**src/rtl/sort_pkg.sv**
```systemverilog
`default_nettype none
// ============================================================================
// Module      : sort_pkg
// Description : Shared constants for the merge-sort feed path: default tree
//               geometry, block width and scheduler state encoding.
// Revision    : 1.0 - initial release
// ============================================================================
package sort_pkg;

    localparam int c_num_ways  = 8;
    localparam int c_blk_elems = 16;
    localparam int c_blk_bits  = 512;

    localparam logic [2:0] c_st_idle    = 3'd0;
    localparam logic [2:0] c_st_load    = 3'd1;
    localparam logic [2:0] c_st_wait_sn = 3'd2;
    localparam logic [2:0] c_st_arb     = 3'd3;
    localparam logic [2:0] c_st_drain   = 3'd4;

    // Pointer width that stays legal for a single-way tree.
    function automatic int ptr_width(input int n);
        return (n > 1) ? $clog2(n) : 1;
    endfunction

endpackage
`default_nettype wire

```
**src/rtl/rr_arbiter.sv**
```systemverilog
`default_nettype none
// ============================================================================
// Module      : rr_arbiter
// Description : Round-robin grant: first requesting way at or above ptr,
//               wrapping modulo NUM_WAYS. Purely combinational.
// Revision    : 1.0 - initial release
// ============================================================================
module rr_arbiter
    import sort_pkg::*;
#(
    parameter int NUM_WAYS = c_num_ways,
    parameter int PTR_W    = ptr_width(NUM_WAYS)
) (
    input  logic [NUM_WAYS-1:0] req,
    input  logic [PTR_W-1:0]    ptr,
    output logic [NUM_WAYS-1:0] grant,
    output logic                any
);

    logic [2*NUM_WAYS-1:0] w_req_dbl;
    logic [NUM_WAYS-1:0]   w_rot;
    logic [NUM_WAYS-1:0]   w_sel;
    logic [2*NUM_WAYS-1:0] w_gnt_dbl;

    // Rotate so bit 0 is the way at ptr, pick the lowest bit, rotate back.
    assign w_req_dbl = {req, req};
    assign w_rot     = NUM_WAYS'(w_req_dbl >> ptr);

    always_comb begin
        w_sel = '0;
        any   = 1'b0;
        for (int i = 0; i < NUM_WAYS; i++) begin
            if (!any && w_rot[i]) begin
                w_sel[i] = 1'b1;
                any      = 1'b1;
            end
        end
    end

    assign w_gnt_dbl = {{NUM_WAYS{1'b0}}, w_sel} << ptr;
    assign grant     = w_gnt_dbl[NUM_WAYS-1:0] | w_gnt_dbl[2*NUM_WAYS-1:NUM_WAYS];

endmodule
`default_nettype wire

```
**src/rtl/merge_feed_scheduler.sv**
```systemverilog
`default_nettype none
// ============================================================================
// Module      : merge_feed_scheduler
// Description : Feeds sorted blocks into a merge tree and drains its output.
//               Define FEED_TIMEOUT_EN to abort a job when no way requests.
// Revision    : 1.0 - initial release
// ============================================================================
module merge_feed_scheduler
    import sort_pkg::*;
#(
    parameter int NUM_WAYS  = c_num_ways,
    parameter int BLK_ELEMS = c_blk_elems,
    parameter int TIMEOUT   = 255
) (
    input  logic                  clk,
    input  logic                  rst,
    input  logic                  start,
    input  logic                  src_valid,
    output logic                  src_ready,
    input  logic [c_blk_bits-1:0] src_data,
    output logic [c_blk_bits-1:0] sn_din,
    output logic                  sn_ena,
    input  logic                  sn_valid,
    input  logic [NUM_WAYS-1:0]   im_req,
    output logic [NUM_WAYS-1:0]   im_ena,
    input  logic                  t_empty,
    input  logic                  out_ready,
    output logic                  t_deq,
    output logic                  busy,
    output logic                  done,
    output logic                  err
);

    localparam int c_pw    = ptr_width(NUM_WAYS);
    localparam int c_total = NUM_WAYS * BLK_ELEMS;
    localparam int c_oc_w  = $clog2(c_total + 1);
    localparam int c_bc_w  = $clog2(NUM_WAYS + 1);

    logic [2:0]          r_state;
    logic [2:0]          w_state_nxt;
    logic [c_pw-1:0]     r_ptr;
    logic [c_pw-1:0]     w_ptr_nxt;
    logic [c_bc_w-1:0]   r_blk_cnt;
    logic [c_oc_w-1:0]   r_out_cnt;
    logic [NUM_WAYS-1:0] w_grant;
    logic                w_any;
    logic                w_timeout;

    rr_arbiter #(
        .NUM_WAYS (NUM_WAYS),
        .PTR_W    (c_pw)
    ) u_rr_arbiter (
        .req   (im_req),
        .ptr   (r_ptr),
        .grant (w_grant),
        .any   (w_any)
    );

    always_comb begin
        w_ptr_nxt = '0;
        for (int i = 0; i < NUM_WAYS; i++) begin
            if (w_grant[i]) begin
                w_ptr_nxt = (i == NUM_WAYS - 1) ? '0 : c_pw'(i + 1);
            end
        end
    end

`ifdef FEED_TIMEOUT_EN
    localparam int c_to_w = $clog2(TIMEOUT + 1);

    logic [c_to_w-1:0] r_to_cnt;

    // Counts consecutive grant-less ARB cycles; any other cycle restarts it.
    always_ff @(posedge clk or negedge rst) begin
        if (!rst) begin
            r_to_cnt <= '0;
        end else if (r_state == c_st_arb && !w_any && !w_timeout) begin
            r_to_cnt <= r_to_cnt + 1'b1;
        end else begin
            r_to_cnt <= '0;
        end
    end

    assign w_timeout = (r_state == c_st_arb) && !w_any &&
                       (r_to_cnt == c_to_w'(TIMEOUT - 1));
`else
    // Constant 0 for any legal TIMEOUT: ARB waits forever.
    assign w_timeout = (TIMEOUT < 0);
`endif

    always_comb begin
        w_state_nxt = r_state;
        src_ready   = 1'b0;
        sn_ena      = 1'b0;
        im_ena      = '0;
        t_deq       = 1'b0;
        done        = 1'b0;
        err         = 1'b0;
        busy        = (r_state != c_st_idle);
        case (r_state)
            c_st_idle: begin
                if (start) w_state_nxt = c_st_load;
            end
            c_st_load: begin
                src_ready = 1'b1;
                if (src_valid) w_state_nxt = c_st_wait_sn;
            end
            c_st_wait_sn: begin
                sn_ena = 1'b1;
                if (sn_valid) w_state_nxt = c_st_arb;
            end
            c_st_arb: begin
                sn_ena = 1'b1;
                im_ena = w_grant;
                if (w_any) begin
                    w_state_nxt = (r_blk_cnt == c_bc_w'(NUM_WAYS - 1)) ? c_st_drain : c_st_load;
                end else if (w_timeout) begin
                    err         = 1'b1;
                    w_state_nxt = c_st_idle;
                end
            end
            c_st_drain: begin
                t_deq = !t_empty && out_ready;
                if (t_deq && r_out_cnt == c_oc_w'(c_total - 1)) begin
                    done        = 1'b1;
                    w_state_nxt = c_st_idle;
                end
            end
            default: w_state_nxt = c_st_idle;
        endcase
    end

    always_ff @(posedge clk or negedge rst) begin
        if (!rst) begin
            r_state   <= c_st_idle;
            sn_din    <= '0;
            r_ptr     <= '0;
            r_blk_cnt <= '0;
            r_out_cnt <= '0;
        end else begin
            r_state <= w_state_nxt;
            if (src_ready && src_valid) sn_din <= src_data;
            if (r_state == c_st_arb && w_any) begin
                r_ptr     <= w_ptr_nxt;
                r_blk_cnt <= r_blk_cnt + 1'b1;
            end
            if (t_deq) r_out_cnt <= r_out_cnt + 1'b1;
            // Job end (normal or aborted) leaves a clean slate for the next start.
            if (done || err) begin
                r_ptr     <= '0;
                r_blk_cnt <= '0;
                r_out_cnt <= '0;
            end
        end
    end

endmodule
`default_nettype wire
```
**config.mk**
```make
export PLATFORM = sky130hd
export DESIGN_NAME = merge_feed_scheduler
export DESIGN_NICKNAME = d
export VERILOG_FILES = /design/src/rtl/sort_pkg.sv /design/src/rtl/rr_arbiter.sv /design/src/rtl/merge_feed_scheduler.sv
export SDC_FILE = /design/constraint.sdc
export NUM_CORES = 1
export LEC_CHECK = 0
export ABC_AREA = 1
export BUFFER_PORTS_ARGS = -buffer_cell sky130_fd_sc_hd__buf_2
export CAP_MARGIN = 20
export CORE_AREA = 5 5 408 410
export DETAILED_ROUTE_END_ITERATION = 6
export DIE_AREA = 0 0 413 415
export HOLD_SLACK_MARGIN = 0.02
export PLACE_DENSITY_LB_ADDON = 0.15
export SYNTH_ARGS = -nofsm -noshare
export SYNTH_HDL_FRONTEND = slang
export SYNTH_SLANG_ARGS = --single-unit
export TNS_END_PERCENT = 50
```
**constraint.sdc**
```tcl
create_clock -name clk -period 4.45 [get_ports clk]
set_input_delay 1.335 -clock clk [delete_from_list [all_inputs] [get_ports clk]]
set_output_delay 1.335 -clock clk [all_outputs]
set_load 0.02 [all_outputs]
```
After elaboration in Yosys (flattened, before gate mapping)
Index checks and enable logic that the tools add are counted.
W data, S select, Z words.
{"block": "totals", "register_bits": 530, "inputBits": 527, "output_inout_bits": 526, "elab_cells": 88}
{"block": "classes", "n_addsub": 2, "eq_ne": 11, "shifts": 2, "n_mux": 42, "bitwise_logic": 1, "reduce_logical": 25}
{"operator": "$mux W3", "n": 14}
{"operator": "$mux W8", "n": 3}
{"operator": "$mux W1", "n": 21}
{"operator": "$shl A8 B3 Y16", "n": 1}
{"operator": "$shr A16 B3 Y8", "n": 1}
{"operator": "$pmux W3 S5", "n": 1}
{"operator": "$logic_and A1 B1 Y1", "n": 11}
{"operator": "$ne A2 B2 Y1 const B", "n": 5}
{"operator": "$add A8 B1 Y8 const B", "n": 1}
{"operator": "$eq A8 B7 Y1 const B", "n": 1}
{"operator": "$logic_not A1 Y1", "n": 8}
{"operator": "$mux W4", "n": 2}
{"operator": "$or A8 B8 Y8", "n": 1}
{"operator": "$eq A3 B2 Y1 const B", "n": 2}
{"operator": "$reduce_and A5 Y1", "n": 1}
{"operator": "$add A4 B1 Y4 const B", "n": 1}
{"operator": "$eq A4 B3 Y1 const B", "n": 1}
{"operator": "$reduce_bool A2 Y1", "n": 2}
{"operator": "$eq A3 B1 Y1 const B", "n": 1}
{"operator": "$eq A3 B3 Y1 const B", "n": 1}
{"operator": "$logic_not A3 Y1", "n": 1}
{"operator": "$reduce_bool A3 Y1", "n": 1}
{"operator": "$mux W2", "n": 1}
{"operator": "$reduce_or A2 Y1", "n": 1}

Depth between registers and ports, before layout
{"block": "logic_depth", "ltp_word": 35, "ltp_mapped": 22, "ltp_nobuf": 20}

Hierarchy
Synthesis repeated with hierarchy kept, for this count alone.
{"block": "hier_totals", "hier_cells": 2545, "area_unflattened_um2": 22271.4}
{"mod": "merge_feed_scheduler", "instances": 1, "cells_each": 2389, "area_each_um2": 21458.1, "seq_area_each_um2": 13262.7}
{"mod": "rr_arbiter", "instances": 1, "cells_each": 156, "area_each_um2": 813.3, "seq_area_each_um2": 0.0}

Worst setup path after synthesis
No wires, ideal clock.
{"block": "synth_path", "kind": "input to output", "start": "in im_req[7]", "end": "out im_ena[3]", "t_arrival_ns": 2.755, "t_required_ns": 3.115, "setup_slack_ns": 0.360, "stages": 14, "n_path_buf": 0, "cell_sequence": "nand2_1 > nand3_1 > nand2_1 > nand2_1 > nand2_1 > nand2_4 > nor2_4 > nand2_2 > nand2_2 > o21ai_2 > nand2_1 > o21ai_1 > or2_1 > a21oi_1"}
{"block": "synth_between", "elab_chain_len": 26, "word_cells_on_any_way": 32, "cone_classes": "shift (2); mux (15); bitwise (1); reduce/logical (14)"}
{"item": "from (decl)", "line_no": "merge_feed_scheduler.sv:24", "rtl": "input logic [NUM_WAYS-1:0] im_req,"}
{"item": "$shr A16 B3 Y8 (*)", "line_no": "rr_arbiter.sv:27", "rtl": "assign w_rot = NUM_WAYS'(w_req_dbl >> ptr);"}
{"item": "$mux W1", "line_no": "rr_arbiter.sv:33", "rtl": "if (!any && w_rot[i]) begin"}
{"item": "$logic_not A1 Y1", "line_no": "rr_arbiter.sv:33"}
{"item": "$logic_and A1 B1 Y1", "line_no": "rr_arbiter.sv:33"}
{"item": "$mux W1", "line_no": "rr_arbiter.sv:33"}
{"item": "$logic_not A1 Y1", "line_no": "rr_arbiter.sv:33"}
{"item": "$logic_and A1 B1 Y1", "line_no": "rr_arbiter.sv:33"}
{"item": "$mux W1", "line_no": "rr_arbiter.sv:33"}
{"item": "[... 10 more ...]"}
{"item": "$logic_and A1 B1 Y1", "line_no": "rr_arbiter.sv:33"}
{"item": "$mux W1", "line_no": "rr_arbiter.sv:33"}
{"item": "$logic_not A1 Y1", "line_no": "rr_arbiter.sv:33"}
{"item": "$logic_and A1 B1 Y1", "line_no": "rr_arbiter.sv:33"}
{"item": "$mux W1", "line_no": "rr_arbiter.sv:33"}
{"item": "$shl A8 B3 Y16 (*)", "line_no": "rr_arbiter.sv:40", "rtl": "assign w_gnt_dbl = {{NUM_WAYS{1'b0}}, w_sel} << ptr;"}
{"item": "$or A8 B8 Y8 (*)", "line_no": "rr_arbiter.sv:41", "rtl": "assign grant = w_gnt_dbl[NUM_WAYS-1:0] | w_gnt_dbl[2*NUM_WAYS-1:NUM_WAYS];"}
{"item": "$mux W8 (*)", "line_no": "merge_feed_scheduler.sv:100", "rtl": "case (r_state)"}
{"item": "to (decl)", "line_no": "merge_feed_scheduler.sv:25", "rtl": "output logic [NUM_WAYS-1:0] im_ena,"}
Every way passes the cells marked *; elsewhere a longest branch is shown, timed or not.

Worst setup path after layout
{"block": "layout_path", "start": "in im_req[3]", "end": "out im_ena[3]"}
The elaborated chain is that of the path after synthesis.

==> metrics.cfg <==
[worst_setup_path]
critPathMostFrequentCell = nand2_2
crit_family = simple AND/OR/NAND/NOR gates
worst_path_largest_cell_delay_ps = 260
r2r_cells = 18
path_buf_inv = 2
path_max_fanout = 3
cp_data_required_time_ps = 3120
end_kind = output port
criticalPathCategory = input pin to output port
cp-start-kind = input pin
rr_endpoint = r_ptr[0]$_DFFE_PN0P_
path_cells = buf_4 > nand2_4 > nand3_4 > nand2_2 > nand2_2 > nand2_2 > nand2_4 > nor2_4 > nand2_2 > nand2_2 > o21ai_2 > nand2_1 > o21ai_2 > or2_1 > a21oi_2 > buf_6
timing.rr.start = r_ptr[0]$_DFFE_PN0P_
cp.arrival_ps = 3000
r2r_slack_ps = 2060
slowest_stage = or2_1

[sta]
relSlewSlack_pct = 44.9
fmax_mhz = 231
final-hold-violation-count = 0
tightest_slew_ps = 827
setup_slack_ps = 115
final.period_utilization_pct = 97.4
hold_slack_ps = 463
slew_violations = 0
clock_skew_ps = 45.4
period_needed_ps = 4330
finalSetupViolations = 0

[clocking]
cts.sinks = 530
cts_max_level = 3
clock_latency_ps = 680
cts_inserted_buffers = 73
cts_tree = yes
cts.clk_slew.worst_paths_ps = 60
clockRootBuffer = clkbuf_16
clock_path_buffers = 3

[power_and_ir_drop]
pwr_density_cell_nw_per_um2 = 846
power.leakage_nw = 15.0
peakVddDrop_mv = 0.331

[floorplan]
start_util_pct = 12.8
chipHeight_um = 415
ios = 1053
die_area_um2 = 171000
dieWidth_um = 413
rows = 148
core_area_um2 = 162000

[finish]
postLayoutCoreUtil_pct = 19.7
num-nets-final = 3042
layout-drive-gt1-share_pct = 70.9
area_growth_pct = 54.3

[worst_hold_path]
hp-start = r_out_cnt[7]$_DFFE_PN0P_
hp-class = flip-flop to flip-flop
worstHoldPathCells = 1
hold_end = r_out_cnt[7]$_DFFE_PN0P_

[synth]
synth_top_family_by_area = multiplexers
syn_area_per_cell_um2 = 14.9
synth_edf_count = 0
ys_ff_latch = 530
yosys.area_share.adder_pct = 0.121
synth_compound_area_share_pct = 0.920
synth_mux_area_share_pct = 27.9
netlist_area_um2 = 20700
yosysUniqueCellTypes = 39
synth_nets = 1917
seq_area_frac_synth_pct = 64.1
synth-simple-area-share_pct = 4.53
synth_xor_area_share_pct = 0.127
postSynthCellCount = 1388
synth_top_flop_cell = dfrtp_1
ys_warn_count = 0
async_reset_ff_share_pct = 100

[grt]
grt_pass1_wl_mm = 137
grt-ovfl-total = 0
grt_pass1_vias = 17068
antenna_found_initial = 72
grt_max_degree = 104
grtUsageTotal_pct = 11.3

[route]
drt_iter0_markers = 742
routed_wl_mm = 100
dr.pass1.iters = 4
drc = 0
viasPerCell = 3.31
antenna_left = 0
wl_per_cell_um = 21.0
routed-via-count = 15841

[place]
gp_congestion = 0.796
port_buffers = 1051
pre_cts_ws_ps = -12.5
hpwl_mm = 81.3

[flow_run]
drv_cap = 0

[status]
status = finished, final reports clean

-- flip-flops by register name, indices dropped and copies added, names as in the netlist --
name,flops
r_ptr,3
r_state,3
r_out_cnt,8
sn_din,512
r_blk_cnt,4
-- metrics by stage --
step | TNS [ps] | instances | cell area [um^2] | power (mW)
2_1_floorplan | 0 | 1388 | 20700 | 15.6
3_3_place_gp | -122 | 4604 | 28900 | 21.1
3_5_place_dp | -22.6 | 4604 | 28900 | 21.0
4_1_cts | -14.4 | 4737 | 31400 | 27.3
5_1_grt | -47.4 | 4764 | 31900 | 28.7
6_report | 0 | 4788 | 31900 | 27.0
-- worst reg2reg max path, delay by kind of cell, from the launching register on --
kind | cells | cell delay, ps
AND/OR/NAND/NOR | 14 | 1300
buffers and inverters | 4 | 540
flip-flops | 1 | 500
-- metal layers --
metal / wire [um] / GRT usage, % / share of wire (%)
met5: 41 / 0 / 0.041
met1: 34700 / 11.5 / 35
met3: 9720 / 4.97 / 9.7
met4: 3240 / 4.05 / 3.2
met2: 52800 / 20.4 / 53
-- timing repair --
action / CTS / global route
pin swaps: 0 / 43
gates resized for setup: 3 / 92
hold buffers: 0 / 0
endpoints found under the setup margin: 7 / 8
gates cloned: 0 / 1
setup buffers: 0 / 8
-- Yosys cell counts (3+ instances only) --
cell type	number	area, um^2
dfrtp_1	530	13300
mux2_2	512	5770
nand2_1	108	405
buf_2	53	265
nand3_1	38	190
nor2_1	27	101
inv_1	26	97.6
a21oi_1	13	65.1
nand2_2	9	56.3
nand4_1	9	56.3
clkbuf_1	7	26.3
o21ai_1	7	35.0
o21ai_0	6	30.0
inv_2	5	18.8
nor3_1	4	20.0
buf_1	3	11.3
nand3_2	3	30.0
-- worst max-delay path by stage --
stage,start,endpoint,depth (start not counted)
after floorplan,im_req[7],im_ena[3],14
after global placement,im_req[5],im_ena[3],16
after detailed placement,im_req[5],im_ena[7],17
after CTS,im_req[5],im_ena[3],16
after global routing,r_ptr[0]$_DFFE_PN0P_,im_ena[5],17
final,im_req[3],im_ena[3],16
-- power breakdown --
group,switching [mW],internal [mW],leakage [nW]
clock,2.47,3.53,1.19
combinational,7.48,4.87,7.59
sequential,1.35,7.28,6.24
total,11.3,15.7,15.0
-- cells in the final DEF (no fill, tap or decap), types with 3 or more instances in the layout --
cell	count
clkbuf_8	19
clkbuf_16	73
clkinv_2	5
nand2_2	33
clkinv_16	6
nand4_1	9
clkinvlp_4	3
a21oi_1	11
inv_1	24
inv_2	5
nand2_1	75
nor2_1	26
nand3_2	13
o21ai_0	6
o21ai_1	3
nand3_1	23
diode_2	42
nand3_4	5
nand2_4	11
mux2_2	512
buf_4	57
o21ai_2	5
buf_6	8
clkbuf_1	25
buf_2	1038
nor3_1	3
buf_12	12
dfrtp_1	529
-- cells by family (layout without fill, tap and decap cells) --
family / after synthesis / count (layout)
flip-flops: 530 / 530
multiplexers: 512 / 512
AND/OR/NAND/NOR: 207 / 207
buffers and inverters: 100 / 1283
AO/OA/AOI/OAI: 33 / 33
XOR/XNOR: 3 / 3
adder cells (fa/ha/maj): 2 / 2
other: 1 / 43
-- cell type report --
class / instances / area [um^2]
Tap cell: 2175 / 2720
Multi-Input combinational cell: 758 / 7230
Fill cell: 17926 / 130000
Clock buffer: 117 / 2180
Timing Repair inverter: 1 / 5.00
Clock inverter: 16 / 300
Timing Repair Buffer: 1116 / 5970
Antenna cell: 42 / 105
Inverter: 33 / 138
Sequential cell: 530 / 13300
No activity file was read; power rests on OpenSTA's default activity.
